--- config.mk ---
export PLATFORM = sky130hd
export DESIGN_NAME = mda_pixel_serializer
export DESIGN_NICKNAME = d
export VERILOG_FILES = /design/src/rtl/mda_pixel_serializer.sv
export SDC_FILE = /design/constraint.sdc
export NUM_CORES = 1
export LEC_CHECK = 0
export BUFFER_PORTS_ARGS = -buffer_cell sky130_fd_sc_hd__buf_2
export CAP_MARGIN = 20
export CORE_MARGIN = 2
export CORE_UTILIZATION = 49
export DETAILED_ROUTE_END_ITERATION = 10
export MAX_ROUTING_LAYER = met4
export PLACE_DENSITY = 0.77
export SLEW_MARGIN = 40
export SYNTH_ARGS = -nofsm -noshare
export SYNTH_HDL_FRONTEND = slang
export SYNTH_SLANG_ARGS = --single-unit
--- constraint.sdc ---
create_clock -name i_clk -period 2.5 [get_ports i_clk]
set_input_delay 0.5 -clock i_clk [delete_from_list [all_inputs] [get_ports i_clk]]
set_output_delay 0.5 -clock i_clk [all_outputs]
set_load 0.02 [all_outputs]
--- src/rtl/mda_pixel_serializer.sv ---
// MDA-style character-to-pixel back end.
// Sits behind the 6845 CRTC on the dot clock: paces the CRTC with a one-dot
// character enable, fetches character/attribute bytes and the glyph row,
// applies monochrome attribute rules and shifts pixels out one per dot with
// syncs and intensity delayed by exactly one character slot.
module mda_pixel_serializer #(
    parameter int         CHAR_WIDTH    = 9,
    parameter logic [4:0] UNDERLINE_ROW = 5'd12
) (
    input  logic        i_clk,
    input  logic        i_rst,
    output logic        o_char_ce,
    input  logic [13:0] i_ma,
    input  logic [4:0]  i_ra,
    input  logic        i_de,
    input  logic        i_cursor,
    input  logic        i_hsync,
    input  logic        i_vsync,
    output logic [11:0] o_vram_addr,
    input  logic [7:0]  i_vram_data,
    output logic [11:0] o_font_addr,
    input  logic [7:0]  i_font_data,
    output logic        o_video,
    output logic        o_intense,
    output logic        o_hsync,
    output logic        o_vsync
);

    localparam logic [3:0] DOT_LAST = 4'(CHAR_WIDTH - 1);

    logic [3:0]  r_dot;
    logic [10:0] r_ma;
    logic [4:0]  r_ra;
    logic        r_de;
    logic        r_cursor;
    logic        r_hs;
    logic        r_vs;
    logic [4:0]  r_frame;
    logic [11:0] r_vram_addr;
    logic [11:0] r_font_addr;
    logic [7:0]  r_chr;
    logic [7:0]  r_atr;
    logic [7:0]  r_glyph;
    logic [8:0]  r_shift;
    logic        r_intense;
    logic        r_hs_out;
    logic        r_vs_out;

    logic        w_dot0;
    logic        w_dot_last;
    logic        w_blank;
    logic        w_reverse;
    logic        w_underline;
    logic        w_blink_off;
    logic        w_cursor_on;
    logic        w_ninth;
    logic [8:0]  w_base;
    logic [8:0]  w_pat;
    logic        w_intense;
    logic        w_unused;

    assign w_dot0      = (r_dot == 4'd0);
    assign w_dot_last  = (r_dot == DOT_LAST);
    assign w_blank     = (r_atr[6:0] == 7'h00) || (r_atr[6:0] == 7'h08);
    assign w_reverse   = (r_atr[6:0] == 7'h70) || (r_atr[6:0] == 7'h78);
    assign w_underline = (r_atr[2:0] == 3'b001) && (r_ra == UNDERLINE_ROW);
    assign w_blink_off = r_atr[7] && r_frame[4];
    assign w_cursor_on = r_cursor && !r_frame[3];
    // Box-drawing characters 0xC0..0xDF stretch their last column into the ninth dot.
    assign w_ninth     = (CHAR_WIDTH == 9) && (r_chr[7:5] == 3'b110) && r_glyph[0];
    assign w_base      = {r_glyph, w_ninth};

    assign o_char_ce   = w_dot_last;
    assign o_vram_addr = r_vram_addr;
    assign o_font_addr = r_font_addr;
    assign o_video     = r_shift[8];
    assign o_intense   = r_intense;
    assign o_hsync     = r_hs_out;
    assign o_vsync     = r_vs_out;

    // Upper MA bits address beyond the 4 KB MDA buffer; low CHR bits only feed the font address.
    assign w_unused    = ^{i_ma[13:11], r_chr[4:0]};

    // Dot counter: 0..CHAR_WIDTH-1, wrapping once per character slot.
    always_ff @(posedge i_clk or posedge i_rst) begin
        if (i_rst) begin
            r_dot <= 4'd0;
        end else if (w_dot_last) begin
            r_dot <= 4'd0;
        end else begin
            r_dot <= r_dot + 4'd1;
        end
    end

    // Slot register and frame counter: CRTC outputs sampled once per slot at dot 0.
    always_ff @(posedge i_clk or posedge i_rst) begin
        if (i_rst) begin
            r_ma     <= '0;
            r_ra     <= '0;
            r_de     <= 1'b0;
            r_cursor <= 1'b0;
            r_hs     <= 1'b0;
            r_vs     <= 1'b0;
            r_frame  <= '0;
        end else if (w_dot0) begin
            r_ma     <= i_ma[10:0];
            r_ra     <= i_ra;
            r_de     <= i_de;
            r_cursor <= i_cursor;
            r_hs     <= i_hsync;
            r_vs     <= i_vsync;
            if (i_vsync && !r_vs) begin
                r_frame <= r_frame + 5'd1;
            end
        end
    end

    // Fetch pipeline. The font address is issued as soon as the character byte
    // arrives so the glyph row is back in time to be latched at dot 4.
    always_ff @(posedge i_clk or posedge i_rst) begin
        if (i_rst) begin
            r_vram_addr <= '0;
            r_font_addr <= '0;
            r_chr       <= '0;
            r_atr       <= '0;
            r_glyph     <= '0;
        end else begin
            case (r_dot)
                4'd0: r_vram_addr <= {i_ma[10:0], 1'b0};
                4'd1: r_vram_addr <= {r_ma, 1'b1};
                4'd2: begin
                    r_chr       <= i_vram_data;
                    r_font_addr <= {i_vram_data, r_ra[3:0]};
                end
                4'd3: r_atr   <= i_vram_data;
                4'd4: r_glyph <= i_font_data;
                default: ;
            endcase
        end
    end

    // Attribute rules in priority order: display enable, blank/reverse/normal,
    // blink suppression, then cursor which overrides everything but DE=0.
    always_comb begin
        w_pat     = '0;
        w_intense = 1'b0;
        if (r_de) begin
            if (w_blank) begin
                w_pat = '0;
            end else if (w_reverse) begin
                w_pat = ~w_base;
            end else if (w_underline) begin
                w_pat = '1;
            end else begin
                w_pat = w_base;
            end
            if (w_blink_off) begin
                w_pat = w_reverse ? '1 : '0;
            end
            w_intense = r_atr[3];
            if (w_cursor_on) begin
                w_pat = '1;
            end
        end
    end

    // Output stage: load pattern, intensity and syncs at the slot boundary, shift MSB first.
    always_ff @(posedge i_clk or posedge i_rst) begin
        if (i_rst) begin
            r_shift   <= '0;
            r_intense <= 1'b0;
            r_hs_out  <= 1'b0;
            r_vs_out  <= 1'b0;
        end else if (w_dot_last) begin
            r_shift   <= w_pat;
            r_intense <= w_intense;
            r_hs_out  <= r_hs;
            r_vs_out  <= r_vs;
        end else begin
            r_shift   <= {r_shift[7:0], 1'b0};
        end
    end

endmodule

---- Yosys cells after proc, flatten, opt, wreduce, memory -nomap -nowiden ----
Index checks and enable logic that the tools add are counted.
storage, ports and cells
  word-level logic and storage cells ...... 55
  register bits after elaboration ......... 89
operators by class
  reduce and logical (&&, ||, !) cells .... 13
  add/sub/neg operators ................... 2
  bitwise logic cells ..................... 1
  multiplexer cells ....................... 11
  equal/unequal tests ..................... 11
operators with widths
  kind                                            count
  two-way mux 9 bit                               8
  case mux 12 bit (2 select lines)                1
  == test 7 bit (second input constant)           2
  inverter 9 bit                                  1
  == test 4 x 2 -> 1 bit (second input constant)  2
  == test 7 x 4 -> 1 bit (second input constant)  1
  logical NOT 7 bit                               1
  adder 5 x 1 -> 5 bit (second input constant)    1
  == test 5 x 4 -> 1 bit (second input constant)  1
  logical AND 1 bit                               5
  adder 4 x 1 -> 4 bit (second input constant)    1
  == test 4 x 1 -> 1 bit (second input constant)  1
  == test 4 x 3 -> 1 bit (second input constant)  1
  == test 4 bit (second input constant)           1
  logical NOT 4 bit                               1
  two-way mux 4 bit                               1
  == test 3 x 1 -> 1 bit (second input constant)  1
  == test 3 bit (second input constant)           1
  logical NOT 1 bit                               2
  logical OR 1 bit                                2
  AND reduction 2 bit                             1
  nonzero test 2 bit                              1
  two-way mux 1 bit                               1

---- Longest topological paths before layout ----
  depth in word-level cells ............... 9
  gate-level depth with buffers ........... 7
  mapped depth without buffers ............ 6

---- Least setup slack after synthesis ----
OpenSTA, ideal clock, no wires.
  path type ............................... register to register
  from .................................... register r_dot[0]
  to ...................................... register r_frame[1]
  arrival ................................. 1.577 ns
  cell stages (with the launch flop) ...... 7
  period minus slack after synthesis ...... 1.704 ns
  path slack .............................. 0.796 ns
  path through ............................ dfrtp_1 > inv_1 > ha_1 > nor3b_2 > and3b_1 > buf_2 > mux2_1
between the ends
  longest elaborated chain between the ends .. 2
RTL lines
  item                                  RTL line  text
  from (decl)                           31        logic [3:0] r_dot;
  from (signal assigned)                91        r_dot <= r_dot + 4'd1;
  logical NOT 4 bit                     62        assign w_dot0 = (r_dot == 4'd0);
  AND reduction 2 bit (no source line)  --
  to (signal assigned)                  113       r_frame <= r_frame + 5'd1;
  to (decl)                             38        logic [4:0] r_frame;
Every way passes these cells.
A chain may end at the register's enable or synchronous reset.

---- Worst setup path in the final report ----
  from .................................... register r_dot[0]
  to ...................................... output port o_char_ce
between the ends
  longest elaborated chain between the ends .. 1
RTL lines
  item           RTL line  text
  == test 4 bit  63        assign w_dot_last = (r_dot == DOT_LAST);
  to (decl)      12        output logic o_char_ce,
Every way passes these cells.

==> results.sh <==
export IMPL_outcome="complete, no violations"
export IMPL_multi_input_area_mm2=0.001323
export IMPL_fin_worst_skew_ns=0.006389
export IMPL_rsz0062_at_grt="false"
export IMPL_cp_max_fo=14
export IMPL_synth_seq_cells=81
export IMPL_highest_layer="met4"
export IMPL_pwr_share_seq_pct=54.7
export IMPL_drtAntennaViolNets=0
export IMPL_final_core_util_pct=60.04
export IMPL_hold_violations=0
export IMPL_finalWorstSetupSlack_ns=0.1970
export IMPL_rows=30
export IMPL_sw_frac_of_total_pct=23.67
export IMPL_fillCellCount=565
export IMPL_synth_edf_count=0
export IMPL_grt_pass1_wl_um=11200
export IMPL_post_cts_setup_buffer_count=0
export IMPL_clk_latency_ns=0.35
export IMPL_seq_area_frac_synth_pct=58.50
export IMPL_critical_path_required_ns=2.00
export IMPL_ioPinCount=70
export IMPL_yosysTopAreaCell="dfrtp_1"
export IMPL_yosysMostFrequentCell="dfrtp_1"
export IMPL_critPathKind="flip-flop to output port"
export IMPL_fin_nets=416
export IMPL_synthTopCellsByArea="dfrtp_1 (59%), nand2_1 (8.5%), mux2_2 (7.8%)"
export IMPL_synth_warnings=0
export IMPL_comb_power_share_pct=7.5
export IMPL_maxCapViolations=0
export IMPL_cts_hold_buf=0
export IMPL_ys_types=38
export IMPL_cts_htree_levels=3
export IMPL_worst_ir_drop_vdd_mv=0.3148
export IMPL_place_area_mm2=0.003896
export IMPL_crit_arrival_ns=1.80
export IMPL_post_route_drc_count=0
export IMPL_drive_gt1_share_pct=32.80
export IMPL_wl_per_cell_um=14.60
export IMPL_grt_max_degree=34
export IMPL_cts_resized=0
export IMPL_die_w_um=88.09
export IMPL_clk_pin_slew_worst_paths_ns=0.08
export IMPL_first_pass_iters=4
export IMPL_cts_buffers=9
export IMPL_p_leak_nw=2.012
export IMPL_dp_hpwl_um=4794
export IMPL_final_seq_area_mm2=0.002027
export IMPL_drv_slew=0
export IMPL_pre_cts_ws_ns=0.4569
export IMPL_tightestPinTransition_ns=0.8190
export IMPL_grt_pass1_vias=2401
export IMPL_fmax_mhz=434.2
export IMPL_synth_top_area_share_pct=58.50
export IMPL_syn_nets=347
export IMPL_clkPwrFrac_pct=37.8
export IMPL_dieArea_mm2=0.007759
export IMPL_syn_area_mm2=0.003465
export IMPL_fin_crit_ns=2.303
export IMPL_r2r_slack_ns=0.50
export IMPL_met2_length_um=3282
export IMPL_cts_root_buffer="clkbuf_8"
export IMPL_startpoint_type="flip-flop"
export IMPL_final_area_mm2=0.004101
export IMPL_synthArstFlopShare_pct=100.0
export IMPL_core_area_mm2=0.006832
export IMPL_p_switching_uw=612.3
export IMPL_p_int_mw=1.975
export IMPL_worstHoldPathType="input port to async pin"
export IMPL_clockBufferDepth=2
export IMPL_synth_ff_type="dfrtp_1"
export IMPL_setup_viol=0
export IMPL_power_per_cell_area_mw_per_mm2=630.9
export IMPL_cts_tree="done"
export IMPL_syn_to_final_growth_pct=18.38
export IMPL_avgSynthCellArea_um2=11.51
export IMPL_met3_length_um=235
export IMPL_initial_core_util_pct=50.71
export IMPL_tns_ns=0
export IMPL_grt_ovfl_total=0
export IMPL_grt_use_total_pct=19.79
export IMPL_clock_sinks=81
export IMPL_port_buffers=66
export IMPL_finalCritPeriodShare_pct=92.12
export IMPL_worst_setup_path_end_kind="output port"
export IMPL_relSlewSlack_pct=45.20
export IMPL_drt_iter0_drc=140
export IMPL_synth_top_cells_by_count="dfrtp_1 (81), nand2_1 (78), mux2_2 (24), nor3_1 (12)"
export IMPL_gp_congestion=0.7912
export IMPL_viasPerCell=5.168
export IMPL_antenna_found_initial=0
export IMPL_met1Wirelength_um=3219
export IMPL_fp_dieH_um=88.09
export IMPL_wirelength_um=6877
export IMPL_synthCells=301
export IMPL_via_count=2434
export IMPL_antenna_cells=0
## metrics by stage
step	std cells	total power, mW	hold WS [ns]
after floorplan	301	1.547	0.4317
after global placement	455	1.628	0.4448
after detailed placement	455	1.639	0.4541
after CTS	471	2.614	0.1820
after global routing	471	2.696	0.2055
final	471	2.588	0.1763
## critical path, cell delays in order, from the launching register on
cell and delay (ns):
dfrtp_1 0.43, inv_1 0.10, ha_1 0.25, nand3b_2 0.28, clkinv_2 0.21, buf_2 0.19
## registers in the layout (all words and copies together) (netlist names), 4 cells and up
signal / count
r_atr: 8
r_ra: 5
r_dot: 4
o_vram_addr: 12
r_shift: 9
r_glyph: 8
r_ma: 11
r_frame: 5
o_font_addr: 12
## per-layer routing
layer  vias to the layer above  track usage (%)
li1                       1175                -
met1                      1201            25.76
met2                        47            30.37
met3                        11            3.110
met4                         0            9.780
met5                         -                -
## final timing paths
kind / startpoint / endpoint / depth (start not counted)
hold / removal: i_rst / o_vram_addr[8] / 2
hold reg to reg: r_ma[5] / r_ma[5] / 2
setup reg to reg: r_dot[0] / r_frame[1] / 6
min in group i_clk: i_ra[1] / r_ra[1] / 3
setup / recovery: r_dot[0] / o_char_ce / 5
max in group asynchronous: i_rst / r_ma[0] / 3
## layout make-up
cell class                      instances  area share, %
Inverter                                7         0.7627
Clock buffer                           11          3.691
Tap cell                               96          2.929
Clock inverter                          5          1.312
Sequential cell                        81          49.42
Multi-Input combinational cell        198          32.25
Timing Repair Buffer                   73          9.640
## cell families (layout without fill, tap and decap cells)
| kind of cell | Yosys count | after routing | share of synthesized area (%) |
|---|---|---|---|
| compound gates | 24 | 24 | 6.393 |
| xor+xnor | 5 | 5 | 1.264 |
| fa+ha+maj | 5 | 5 | 1.806 |
| buf+inv | 22 | 96 | 3.322 |
| flops | 81 | 81 | 58.50 |
| mux | 29 | 29 | 9.426 |
| simple gates | 135 | 135 | 19.29 |
## power groups by stage
| stage | logic (mW) | registers [mW] | clock network, mW |
|---|---|---|---|
| after floorplan | 0.0871 | 1.46 | 0 |
| after global placement | 0.191 | 1.44 | 0 |
| after detailed placement | 0.200 | 1.44 | 0 |
| after CTS | 0.200 | 1.41 | 1.00 |
| after global routing | 0.217 | 1.42 | 1.06 |
| final | 0.195 | 1.41 | 0.978 |
## layout by cell type, fill, tap and decap left out, drive strengths merged, types with 2 or more instances in the layout
cell,count
mux2,29
nand3,4
clkinv,5
nor3,12
inv,5
and3,11
o311ai,8
nand2,78
nor2,6
dfrtp,81
ha,5
nand4,3
and2,12
a221o,11
buf,73
xnor2,4
clkbuf,11
o21ai,2
Note: power is estimated with default switching activity, not from simulation.
